## src/rtl/fifo_sched_pkg.sv

```systemverilog
// Shared definitions for the FIFO round-robin scheduler: read FSM encoding
// and width helpers for the word and lane-index buses.
package fifo_sched_pkg;

    typedef enum logic [1:0] {
        RD_WAIT  = 2'd0,
        RD_ISSUE = 2'd1,
        RD_GAP   = 2'd2
    } rd_state_e;

    // Word width: one DATA_WIDTH slice per channel.
    function automatic int word_w(input int data_width, input int channel);
        return data_width * channel;
    endfunction

    // Lane-index width; never narrower than one bit.
    function automatic int id_w(input int num_req);
        return (num_req > 1) ? $clog2(num_req) : 1;
    endfunction

endpackage

```

## src/rtl/fifo_rr_scheduler_tag_fifo.sv

```systemverilog
// Tag FIFO: records which lane produced each word in the shared data FIFO.
// Pushed on every data write, popped on every data read, so its head always
// lines up with the data FIFO head.
module tag_fifo #(
    parameter int DEPTH = 8,
    parameter int IDW   = 2
) (
    input  logic           clk,
    input  logic           rst,
    input  logic           push_i,
    input  logic           pop_i,
    input  logic [IDW-1:0] din_i,
    output logic [IDW-1:0] head_o
);

    localparam int AW = (DEPTH > 1) ? $clog2(DEPTH) : 1;

    // Pointers carry an extra wrap bit above the address bits.
    logic [AW:0]    wptr_q;
    logic [AW:0]    rptr_q;
    logic [IDW-1:0] mem_q [DEPTH];

    // Advance a wrap-bit pointer; handles depths that are not a power of two.
    function automatic logic [AW:0] ptr_inc(input logic [AW:0] p);
        if (p[AW-1:0] == AW'(DEPTH - 1)) begin
            return {~p[AW], {AW{1'b0}}};
        end
        return p + (AW + 1)'(1);
    endfunction

    // Pointer update on push/pop; cleared by reset.
    always_ff @(posedge clk or posedge rst) begin
        if (rst) begin
            wptr_q <= '0;
            rptr_q <= '0;
        end else begin
            if (push_i) begin
                wptr_q <= ptr_inc(wptr_q);
            end
            if (pop_i) begin
                rptr_q <= ptr_inc(rptr_q);
            end
        end
    end

    // Storage write; contents need no reset since pointers gate visibility.
    always_ff @(posedge clk) begin
        if (push_i) begin
            mem_q[wptr_q[AW-1:0]] <= din_i;
        end
    end

    assign head_o = mem_q[rptr_q[AW-1:0]];

endmodule

```

## src/rtl/fifo_rr_scheduler.sv

```systemverilog
// Round-robin write arbiter and paced read scheduler for the shared
// multi-channel FIFO. Lanes compete for the single write port; reads are
// spaced so the FIFO's stale-data cycle after each read is never sampled.
module fifo_rr_scheduler
    import fifo_sched_pkg::*;
#(
    parameter int DATA_WIDTH = 32,
    parameter int CHANNEL    = 3,
    parameter int DEPTH      = 8,
    parameter int NUM_REQ    = 4
) (
    input  logic                                           clk,
    input  logic                                           rst,
    input  logic [NUM_REQ-1:0]                             s_valid_i,
    input  logic [NUM_REQ*word_w(DATA_WIDTH,CHANNEL)-1:0]  s_data_i,
    output logic [NUM_REQ-1:0]                             s_ready_o,
    output logic                                           fifo_wr_req_o,
    output logic [word_w(DATA_WIDTH,CHANNEL)-1:0]          fifo_data_in_o,
    output logic                                           fifo_rd_req_o,
    input  logic [word_w(DATA_WIDTH,CHANNEL)-1:0]          fifo_data_out_i,
    input  logic                                           fifo_full_i,
    input  logic                                           fifo_empty_i,
    output logic                                           m_valid_o,
    output logic [word_w(DATA_WIDTH,CHANNEL)-1:0]          m_data_o,
    output logic [id_w(NUM_REQ)-1:0]                       m_id_o,
    input  logic                                           m_ready_i,
    output logic [$clog2(DEPTH):0]                         level_o
);

    localparam int W   = word_w(DATA_WIDTH, CHANNEL);
    localparam int IDW = id_w(NUM_REQ);
    localparam int LW  = $clog2(DEPTH) + 1;

    logic [IDW-1:0]     rr_ptr_q, rr_ptr_d;
    logic [NUM_REQ-1:0] gnt;
    logic [IDW-1:0]     gnt_idx;
    logic               wr;
    logic [W-1:0]       wdata;

    rd_state_e          state_q;
    logic               rd_req_q;
    logic               empty_q;
    logic               issue_ok;

    logic               m_valid_q;
    logic [W-1:0]       m_data_q;
    logic [IDW-1:0]     m_id_q;
    logic [IDW-1:0]     tag_head;

    logic [LW-1:0]      level_q, level_d;

    // One-hot grant to the first requester at or after ptr, wrapping.
    // Scanning offsets from highest to lowest lets the nearest one win.
    function automatic logic [NUM_REQ-1:0] rr_grant(
        input logic [NUM_REQ-1:0] req,
        input logic [IDW-1:0]     ptr
    );
        logic [NUM_REQ-1:0] g;
        int                 idx;
        g = '0;
        for (int k = NUM_REQ - 1; k >= 0; k--) begin
            idx = (int'(ptr) + k) % NUM_REQ;
            if (req[idx]) begin
                g      = '0;
                g[idx] = 1'b1;
            end
        end
        return g;
    endfunction

    // Grant is withheld while the FIFO is full and while reset is held,
    // so nothing is accepted that the reset is about to discard.
    always_comb begin
        gnt = '0;
        if (!rst && !fifo_full_i) begin
            gnt = rr_grant(s_valid_i, rr_ptr_q);
        end
    end

    // Encode the grant and mux the winning lane's word onto the write port.
    always_comb begin
        gnt_idx = '0;
        wdata   = '0;
        for (int i = 0; i < NUM_REQ; i++) begin
            if (gnt[i]) begin
                gnt_idx = IDW'(i);
                wdata   = s_data_i[i*W +: W];
            end
        end
    end

    assign wr = |gnt;

    // Next pointer: one past the winner, wrapping at NUM_REQ; holds if idle.
    always_comb begin
        rr_ptr_d = rr_ptr_q;
        if (wr) begin
            rr_ptr_d = (gnt_idx == IDW'(NUM_REQ - 1)) ? '0 : gnt_idx + IDW'(1);
        end
    end

    // Round-robin pointer register.
    always_ff @(posedge clk or posedge rst) begin
        if (rst) begin
            rr_ptr_q <= '0;
        end else begin
            rr_ptr_q <= rr_ptr_d;
        end
    end

    // Previous-cycle empty flag; a read needs two consecutive non-empty cycles.
    always_ff @(posedge clk or posedge rst) begin
        if (rst) begin
            empty_q <= 1'b1;
        end else begin
            empty_q <= fifo_empty_i;
        end
    end

    // The output register is free if empty or being accepted this cycle.
    assign issue_ok = !fifo_empty_i && !empty_q && (!m_valid_q || m_ready_i);

    // Read scheduler: one-cycle read strobe, then a stale-data gap cycle.
    // The gap falls straight through to a new read when the wait condition
    // already holds, giving the one-word-per-two-cycles peak drain rate.
    always_ff @(posedge clk or posedge rst) begin
        if (rst) begin
            state_q  <= RD_WAIT;
            rd_req_q <= 1'b0;
        end else begin
            unique case (state_q)
                RD_WAIT: begin
                    if (issue_ok) begin
                        state_q  <= RD_ISSUE;
                        rd_req_q <= 1'b1;
                    end
                end
                RD_ISSUE: begin
                    state_q  <= RD_GAP;
                    rd_req_q <= 1'b0;
                end
                RD_GAP: begin
                    if (issue_ok) begin
                        state_q  <= RD_ISSUE;
                        rd_req_q <= 1'b1;
                    end else begin
                        state_q  <= RD_WAIT;
                    end
                end
                default: begin
                    state_q  <= RD_WAIT;
                    rd_req_q <= 1'b0;
                end
            endcase
        end
    end

    // Output register: load on a read, clear on accept, otherwise hold.
    always_ff @(posedge clk or posedge rst) begin
        if (rst) begin
            m_valid_q <= 1'b0;
            m_data_q  <= '0;
            m_id_q    <= '0;
        end else if (rd_req_q) begin
            m_valid_q <= 1'b1;
            m_data_q  <= fifo_data_out_i;
            m_id_q    <= tag_head;
        end else if (m_valid_q && m_ready_i) begin
            m_valid_q <= 1'b0;
        end
    end

    // Occupancy: a simultaneous write and read leave it unchanged.
    always_comb begin
        level_d = level_q;
        if (wr && !rd_req_q) begin
            level_d = level_q + LW'(1);
        end else if (!wr && rd_req_q) begin
            level_d = level_q - LW'(1);
        end
    end

    // Occupancy register.
    always_ff @(posedge clk or posedge rst) begin
        if (rst) begin
            level_q <= '0;
        end else begin
            level_q <= level_d;
        end
    end

    tag_fifo #(
        .DEPTH (DEPTH),
        .IDW   (IDW)
    ) u_tag_fifo (
        .clk    (clk),
        .rst    (rst),
        .push_i (wr),
        .pop_i  (rd_req_q),
        .din_i  (gnt_idx),
        .head_o (tag_head)
    );

    assign s_ready_o      = gnt;
    assign fifo_wr_req_o  = wr;
    assign fifo_data_in_o = wdata;
    assign fifo_rd_req_o  = rd_req_q;
    assign m_valid_o      = m_valid_q;
    assign m_data_o       = m_data_q;
    assign m_id_o         = m_id_q;
    assign level_o        = level_q;

endmodule
```

## config.mk

```make
export PLATFORM = sky130hd
export DESIGN_NAME = fifo_rr_scheduler
export DESIGN_NICKNAME = d
export VERILOG_FILES = /design/src/rtl/fifo_sched_pkg.sv /design/src/rtl/fifo_rr_scheduler_tag_fifo.sv /design/src/rtl/fifo_rr_scheduler.sv
export SDC_FILE = /design/constraint.sdc
export NUM_CORES = 1
export LEC_CHECK = 0
export ABC_AREA = 1
export BUFFER_PORTS_ARGS = -buffer_cell sky130_fd_sc_hd__buf_2
export CORE_AREA = 5 5 266 268
export CTS_CLUSTER_DIAMETER = 200
export DETAILED_ROUTE_END_ITERATION = 8
export DIE_AREA = 0 0 271 273
export GPL_TIMING_DRIVEN = 0
export SLEW_MARGIN = 20
export SYNTH_ARGS = -nofsm -noshare
export SYNTH_HDL_FRONTEND = slang
export SYNTH_SLANG_ARGS = --single-unit
```

## constraint.sdc

```tcl
create_clock -name clk -period 3.4 [get_ports clk]
set_input_delay 0.68 -clock clk [delete_from_list [all_inputs] [get_ports clk]]
set_output_delay 0.68 -clock clk [all_outputs]
set_load 0.02 [all_outputs]
```

==> impl_metrics.yaml, run 1 <==
critical_path:
  path_max_fanout: 10
  crit_family: "simple AND/OR/NAND/NOR gates"
  slowest_stage: "dfrtp_2"
  crit_cells: 16
  required_ns: 2.72
  cp-end-kind: "primary output"
  ff2ff_path_depth: 25
  worstSetupEndpoint: "fifo_data_in_o[61]"
  start_kind: "flop"
  reg2reg_to: "level_o[3]"
  cp.arrival_ns: 2.93
  cpMostUsedCell: "nand2_1"
  timing.critical_path.buf_inv: 6
  rr_startpoint: "rr_ptr_q[0]"
  max_stage_delay_ns: 0.42
  reg2reg_slack_ns: -0.03
  path_cells: "inv_4, ha_4, inv_4, nand3_2, and2_4, nand3_1, nand2_1, nand2_1, nand2_1, nand2_4, buf_12, clkbuf_16, buf_6, nor2_1, a21oi_4, buf_6"
  worstSetupPathType: "flop to primary output"
  critPathLaunch: "rr_ptr_q[0]"
clocking:
  cts.clk_slew.worst_paths_ns: 0.06
  cts_buffers: 17
  worstSkewPairLatency_ns: 0.42
  htree_levels: 4
  clock_sink_count: 130
  cts_buffer_depth: 2
  cts_tree: "done"
  root_buffer: "clkbuf_16"
sta:
  setup_viol: 96
  rsz0062_at_grt: "yes"
  worst_pin_slew_ns: 0.796
  slew_headroom_pct: 46.9
  layout_setup_ws_ns: -0.215
  slew_viol_final: 0
  final.min_clock_period_ns: 3.61
  skew_ns: 0.00745
  finalHoldViolations: 0
  hold-worst-slack_ns: 0.193
  fin_tns_setup_ns: -10.62
  fmax_mhz: 277
  post-route-period-util_pct: 106
layout:
  layout.nets: 2763
  syn_to_final_growth_pct: 92.3
  fillers: 7633
  layout-drive-gt1-share_pct: 49.2
place:
  dp_hpwl_mm: 62.3
  gp_congestion: 0.975
  port_buffers: 693
synth:
  synth.largest_area_cell: "dfrtp_1"
  mappedNetlistArea_um2: 9130
  synth_top_cells_by_area: "dfrtp_1 31%, nand2_1 18%, nor2_1 16%"
  synth-warning-count: 0
  syn_inst: 1473
  ys_ff_latch: 130
  synth_top_cell_area_share_pct: 31.0
  seq_area_frac_synth_pct: 36.5
  syn-num-nets: 1977
  syn_avg_cell_area_um2: 6.20
  synth_cell_type_count: 30
grt:
  grt_pass1_vias: 13200
  grt_pass1_wl_mm: 99.7
  antenna_found_initial: 53
  grtUsageTotal_pct: 18.9
  grt_max_degree: 32
  grt_overflow_total: 0
die:
  rows: 96
  die_area_um2: 74000
  fp.coreArea_um2: 68100
  die_y_um: 273
  chipWidth_um: 271
  initial_core_util_pct: 13.4
  io_pins: 694
drt:
  drc_errors: 0
  wl_per_cell_um: 24.1
  via_per_inst: 4.30
  vias: 13600
  wl_mm: 76.4
  detail-route-antenna-nets: 0
  drt_pass1_iterations: 5
  drt_iter0_markers: 1009
job:
  cap_viol_max_count: 0
outcome:
  status: "finished with violations"
  violations: "setup timing"
hold_path:
  hold_path_class: "primary input to async pin"
pwr:
  p_leak_uw: 0.00936
  power_density_nw_per_um2: 998
  vdd_drop_max_mv: 0.466
-- registers in the layout (all words and copies together) (netlist names) --
| register | count |
|---|---|
| m_data_o | 96 |
| rr_ptr_q | 2 |
| u_tag_fifo.wptr_q | 3 |
| state_q | 1 |
| m_id_o | 2 |
| m_valid_o | 1 |
| level_o | 4 |
| fifo_rd_req_o | 1 |
| u_tag_fifo.mem_q | 16 |
| empty_q | 1 |
| u_tag_fifo.rptr_q | 3 |
-- area by class of cell --
| cell class | instances | area, um^2 | share of cell area [%] |
|---|---|---|---|
| plain buffers | 99 | 1060 | 6.05 |
| flip-flops and latches | 130 | 3340 | 19.0 |
| inverters | 40 | 188 | 1.07 |
| multi-input cells | 1203 | 6310 | 36.0 |
| clock buffers | 19 | 464 | 2.64 |
| repair buffers | 768 | 4940 | 28.1 |
| well taps | 882 | 1100 | 6.29 |
| diodes | 18 | 45.0 | 0.257 |
| clock inverters | 11 | 105 | 0.599 |
-- synth_stat cells --
library cell    n
a211oi_1        1
a21o_1          1
a21oi_1        11
a21oi_2         1
and2_1          1
buf_1           7
buf_2          42
buf_4           8
buf_6           2
clkbuf_1       42
dfrtp_1       113
dfstp_2         1
edfxtp_1       16
fa_1            1
ha_1           14
inv_1          32
inv_2           8
nand2_1       440
nand2_2         4
nand2_4         3
nand3_1       295
nand3_2         3
nor2_1        399
nor2_4          1
o21ai_0        13
o21ai_1         6
o221ai_1        4
or2_1           1
xnor2_1         2
xor2_1          1
-- metal layers --
layer / vias up / wire [um] / global-route usage, %
met3: 162 / 7260 / 5.34
met1: 6339 / 28700 / 21.7
met4: 18 / 2690 / 5.10
met5: - / 121 / 0
li1: 6292 / - / -
met2: 806 / 37700 / 34.5
-- metrics by stage --
stage	area [um^2]	instances	total power, uW	utilization [%]	setup slack (ns)
after floorplan	9130	1473	7860	-	0.183
after global placement	13700	3048	12000	20.1	-1.14
after detailed placement	13800	3052	12000	20.3	-1.18
after CTS	15800	3112	15800	23.2	-0.204
after global routing	17500	3158	18600	25.7	-0.353
final	17600	3170	17500	25.8	-0.215
-- cells in the final DEF (no fill, tap or decap), drive strengths merged, types with 2 or more instances in the layout --
cell type    n
inv         40
dfrtp      113
nand3      298
buf        812
nor2       400
diode       18
clkbuf      74
o21ai       19
xnor2        2
clkinv       8
o221ai       4
clkinvlp     2
edfxtp      16
a21oi       12
nand2      448
ha          14
-- kinds of logic (layout without fill, tap and decap cells) --
group / after synthesis / after routing / share of synthesized area, %
and+or+nand+nor: 1147 / 1148 / 51.9
buffers and inverters: 141 / 937 / 6.87
DFF: 130 / 130 / 36.5
AOI/OAI and AO/OA: 37 / 37 / 2.29
adders and majority gates: 15 / 15 / 2.14
xor gates and xnor gates: 3 / 3 / 0.288
other: 0 / 18 / 0
-- timing repair --
item,in CTS,in global routing
cloned,2,19
hold buffers,0,0
pin swaps,28,74
endpoints found under the setup margin,121,98
setup buffers,28,23
resized for setup,348,281
-- power by group --
part / total [uW] / leakage [uW] / switching, uW / internal [uW]
clock: 1790 / 0.000281 / 729 / 1070
sequential: 2390 / 0.00153 / 289 / 2100
combinational: 13300 / 0.00755 / 8140 / 5200
-- worst min-delay path by stage --
| stage | start | to | slack, ns | cells after the start |
|---|---|---|---|---|
| 3_3_place_gp | state_q[0] | fifo_rd_req_o | 0.41 | 1 |
| 4_1_cts | rst | rr_ptr_q[1] | 0.18 | 2 |
| 5_1_grt | rst | rr_ptr_q[1] | 0.19 | 2 |
| 6_report | rst | rr_ptr_q[1] | 0.19 | 2 |
| 3_5_place_dp | state_q[0] | fifo_rd_req_o | 0.41 | 1 |
| 2_1_floorplan | state_q[0] | fifo_rd_req_o | 0.40 | 1 |
Note: power is estimated with default switching activity, not from simulation.
==> run 2, diff against run 1 <==
--- a/config.mk
+++ b/config.mk
@@ -7,10 +7,10 @@
 export LEC_CHECK = 0
 export ABC_AREA = 1
 export BUFFER_PORTS_ARGS = -buffer_cell sky130_fd_sc_hd__buf_2
-export CORE_AREA = 5 5 266 268
+export CORE_AREA = 2 2 271 273
 export CTS_CLUSTER_DIAMETER = 200
 export DETAILED_ROUTE_END_ITERATION = 8
-export DIE_AREA = 0 0 271 273
+export DIE_AREA = 0 0 273 275
 export GPL_TIMING_DRIVEN = 0
 export SLEW_MARGIN = 20
 export SYNTH_ARGS = -nofsm -noshare
==> impl_metrics.yaml, run 2 (same netlist as run 1, synthesis figures left out) <==
outcome:
  status: "finished with violations"
  violations: "setup timing"
critical_path:
  path_cells: "inv_4, ha_4, inv_4, nand3_4, nand2_4, buf_4, nand2_1, inv_1, nand2_2, nand2_4, nand2_8, buf_12, nand3_1, nor2_1, nor2_1, nor2_1, buf_4"
  cpMostUsedCell: "nor2_1"
  max_stage_delay_ns: 0.41
  path_max_fanout: 7
  slowest_stage: "dfrtp_2"
  crit_family: "simple AND/OR/NAND/NOR gates"
  worstSetupPathType: "flop to primary output"
  timing.critical_path.buf_inv: 6
  required_ns: 2.72
  start_kind: "flop"
  cp-end-kind: "primary output"
  cp.arrival_ns: 2.95
sta:
  fmax_mhz: 275
  post-route-period-util_pct: 107
  rsz0062_at_grt: "yes"
  finalHoldViolations: 0
  slew_headroom_pct: 53.1
  layout_setup_ws_ns: -0.232
  setup_viol: 96
  slew_viol_final: 0
  final.min_clock_period_ns: 3.63
  worst_pin_slew_ns: 0.704
  fin_tns_setup_ns: -13.75
  skew_ns: 0.0109
clocking:
  cts.clk_slew.worst_paths_ns: 0.07
  root_buffer: "clkbuf_16"
  hold_buffers: 0
  cts_tree: "done"
  worstSkewPairLatency_ns: 0.43
  cts_buffers: 17
  cts_buffer_depth: 2
  clock_sink_count: 130
  htree_levels: 4
layout:
  postLayoutCellArea_um2: 18500
  fillers: 8013
  largest_reg_flops: 96
  syn_to_final_growth_pct: 103
  layout-drive-gt1-share_pct: 51.5
  final_cell_mix: "602 x buf_2, 417 x nand2_1, 290 x nor2_1, 184 x nand3_1, 111 x dfrtp_1"
  final_common_cell: "buf_2"
  layout.nets: 2779
grt:
  busiest_layer: "met2"
  met1_usage_pct: 20.1
  grt_max_degree: 34
  globalRouteMet3Util_pct: 5.62
  antenna_found_initial: 28
  use_met2_pct: 31.7
  grt_pass1_vias: 12500
  grt_pass1_wl_mm: 93.8
  grtUsageTotal_pct: 18.1
  grt_overflow_total: 0
pwr:
  power_density_nw_per_um2: 1040
  vdd_drop_max_mv: 0.467
  p_leak_uw: 0.00951
place:
  placed_area_um2: 13900
  port_buffers: 693
  dp_hpwl_mm: 60.4
  gp_congestion: 0.968
drt:
  drt_pass1_iterations: 5
  wl_per_cell_um: 23.1
  detail-route-antenna-nets: 0
  drt_iter0_markers: 915
  wl_mm: 75.4
  via_per_inst: 4.21
  drc_errors: 0
  vias: 13700
die:
  io_pins: 694
  chipWidth_um: 273
  fp.coreArea_um2: 72300
  die_y_um: 275
  initial_core_util_pct: 12.6
  die_area_um2: 75100
  rows: 99
hold_path:
  hold_path_class: "primary input to async pin"
job:
  cap_viol_max_count: 0
[run 2: cell types whose count changed in the layout (fill, tap and decap cells not counted), moves of 8 or more]
cell	before	now
clkbuf_4	11	3
buf_8	13	25
nor2_4	32	43
nand3_2	60	87
nand3_4	19	27
nor2_1	300	290
buf_4	112	95
nand3_1	219	184
buf_6	50	59
nand2_2	26	14
buf_12	32	43
nand2_1	409	417
[run 2: metrics by stage]
stage                     setup slack, ns  cells  total power [uW]  util [%]  hold WS (ns)
after floorplan                     0.183   1473              7860         -         0.400
after global placement              -1.84   3125             12000      19.1         0.404
after detailed placement            -1.34   3129             12100      19.2         0.407
after CTS                          -0.259   3197             16600      22.5         0.102
after global routing               -0.366   3255             20300      25.6         0.106
final                              -0.232   3260             19200      25.6         0.126
[run 2: repair_timing]
action | 4_1_cts | 5_1_grt
pin swaps | 33 | 94
buffers inserted | 33 | 30
setup endpoints to repair | 128 | 99
gates cloned | 5 | 23
gates resized for setup | 411 | 336
[run 2: area by class of cell]
cell class	instances	area, um^2	share of cell area, %
diodes	13	32.5	0.176
plain buffers	97	1180	6.36
clock buffers	17	425	2.30
clock inverters	15	160	0.864
inverters	40	191	1.03
multi-input cells	1203	6700	36.2
flip-flops and latches	130	3340	18.0
well taps	959	1200	6.47
repair buffers	786	5310	28.6
[run 2: report_power, final]
| part | internal [uW] | switching, uW |
|---|---|---|
| clock network | 1040 | 799 |
| logic | 6150 | 8840 |
| registers | 2100 | 277 |
| total | 9290 | 9920 |
[run 2: worst paths after layout]
kind	start	endpoint	slack, ns	depth (start not counted)
min reg2reg	state_q[0]	fifo_rd_req_o	0.42	1
max reg2reg	rr_ptr_q[0]	level_o[3]	0.17	25
min	rst	m_data_o[19]	0.13	2
max in group asynchronous	rst	m_data_o[54]	2.39	5
min in group clk	fifo_empty_i	empty_q	0.37	1
max	rr_ptr_q[0]	fifo_data_in_o[8]	-0.23	17
[run 2: layer usage]
metal  routed length, um  part of all wire, %
met5                  92                 0.12
met4                4030                  5.3
met3                7220                  9.6
met2               36400                   48
met1               27700                   37
==> run 3, diff against run 2 <==
--- a/config.mk
+++ b/config.mk
@@ -12,6 +12,8 @@
 export DETAILED_ROUTE_END_ITERATION = 8
 export DIE_AREA = 0 0 273 275
 export GPL_TIMING_DRIVEN = 0
+export PLACE_DENSITY = 0.37
+export SKIP_LAST_GASP = 1
 export SLEW_MARGIN = 20
 export SYNTH_ARGS = -nofsm -noshare
 export SYNTH_HDL_FRONTEND = slang
==> impl_metrics.yaml, run 3 (same netlist as run 1, synthesis figures left out) <==
critical_path:
  path_cells: "inv_4, ha_4, inv_4, nand3_4, nand2_4, inv_2, nand2_1, nand2_1, inv_2, nand2_8, nand2_8, nand2_8, buf_12, nor2_4, buf_6, buf_12, nand2_4, a21oi_4, buf_6"
  max_stage_delay_ns: 0.43
  required_ns: 2.72
  worstSetupPathType: "flop to primary output"
  cp-end-kind: "primary output"
  reg2reg_slack_ns: -0.02
  cpMostUsedCell: "nand2_8"
  path_max_fanout: 6
  cp.arrival_ns: 2.86
  crit_family: "buffers and inverters"
  slowest_stage: "dfrtp_2"
  start_kind: "flop"
  timing.critical_path.buf_inv: 8
die:
  fp.coreArea_um2: 72300
  chipWidth_um: 273
  rows: 99
  initial_core_util_pct: 12.6
  io_pins: 694
  die_area_um2: 75100
  die_y_um: 275
sta:
  post-route-period-util_pct: 104
  finalHoldViolations: 0
  setup_viol: 89
  final.min_clock_period_ns: 3.54
  fmax_mhz: 282
  layout_setup_ws_ns: -0.144
  rsz0062_at_grt: "yes"
  skew_ns: 0.0150
  slew_viol_final: 0
  slew_headroom_pct: 45.7
  worst_pin_slew_ns: 0.814
place:
  dp_hpwl_mm: 59.3
  port_buffers: 693
  gp_congestion: 0.929
clocking:
  cts_buffers: 17
  cts.clk_slew.worst_paths_ns: 0.07
  hold_buffers: 0
  cts_tree: "done"
  root_buffer: "clkbuf_16"
  htree_levels: 4
  worstSkewPairLatency_ns: 0.44
  cts_buffer_depth: 2
  clock_sink_count: 130
layout:
  fillers: 8279
  layout.nets: 2750
  largest_reg_flops: 96
  final_common_cell: "buf_2"
  layout-drive-gt1-share_pct: 46.9
  utilization_pct: 23.7
  final_cell_mix: "626 x buf_2, 406 x nand2_1, 316 x nor2_1, 252 x nand3_1, 111 x dfrtp_1"
  syn_to_final_growth_pct: 87.6
grt:
  grt_pass1_wl_mm: 95.7
  grt_pass1_vias: 13100
  grtUsageTotal_pct: 18.1
  grt_overflow_total: 0
  grt_max_degree: 31
  antenna_found_initial: 48
drt:
  met2_length_mm: 37.2
  drt_pass1_iterations: 6
  wl_mm: 71.6
  wl_per_cell_um: 22.2
  drc_errors: 0
  drt_iter0_markers: 670
  wl_met3_mm: 5.99
  top_layer_used: "met5"
  via_per_inst: 4.07
  detail-route-antenna-nets: 0
  vias: 13100
  drt-met1-wl_mm: 26.9
pwr:
  finalPower_uw: 17100
  power_density_nw_per_um2: 997
  vdd_drop_max_mv: 0.387
  p_leak_uw: 0.00919
outcome:
  violations: "setup timing"
  status: "finished with violations"
hold_path:
  hold_path_class: "primary input to flop"
job:
  cap_viol_max_count: 0
[run 3: final timing paths]
kind | endpoint | start | cells after the start
worst max-delay path | fifo_data_in_o[12] | rr_ptr_q[0] | 19
worst min-delay path | empty_q | fifo_empty_i | 1
worst max register to register | level_o[3] | rr_ptr_q[0] | 24
worst min register to register | fifo_rd_req_o | state_q[0] | 1
max in group asynchronous | m_data_o[43] | rst | 4
min in group asynchronous | level_o[2] | rst | 2
[run 3: where the power goes]
part	leakage [uW]	switching [uW]	internal [uW]
clock network	0.000275	798	1050
registers	0.00153	294	2100
logic	0.00739	7860	4970
total	0.00919	8950	8120
[run 3: stage by stage]
step	setup slack [ns]	setup TNS (ns)	area (um^2)	hold WS, ns	cells
after CTS	-0.239	-14.28	16000	0.325	3198
after detailed placement	-1.50	-77.80	13900	0.415	3129
after floorplan	0.183	0	9130	0.400	1473
after global routing	-0.289	-20.89	17100	0.333	3221
final	-0.144	-5.17	17100	0.353	3227
after global placement	-1.48	-74.59	13800	0.408	3125
[run 3: metal layers]
| metal | up-vias | GRT usage (%) |
|---|---|---|
| met3 | 112 | 5.38 |
| met2 | 581 | 34.2 |
| met5 | - | 0 |
| li1 | 6267 | - |
| met4 | 34 | 3.70 |
| met1 | 6139 | 19.8 |
[run 3: cell type report]
type                            count  area, um^2  area share, %
Tap cell                          959        1200           7.01
Multi-Input combinational cell   1204        6110           35.7
Antenna cell                        9        22.5          0.131
Sequential cell                   130        3340           19.5
Clock inverter                     14         140          0.818
Timing Repair Buffer              752        4690           27.4
Buffer                            100         992           5.79
Clock buffer                       18         439           2.56
Timing Repair inverter              1        16.3         0.0950
Inverter                           40         178           1.04
[run 3: what timing repair did]
item	4_1_cts	5_1_grt
pin swaps	31	43
gates cloned	8	8
setup buffers	29	13
resized for setup	310	214
endpoints found under the setup margin	120	100
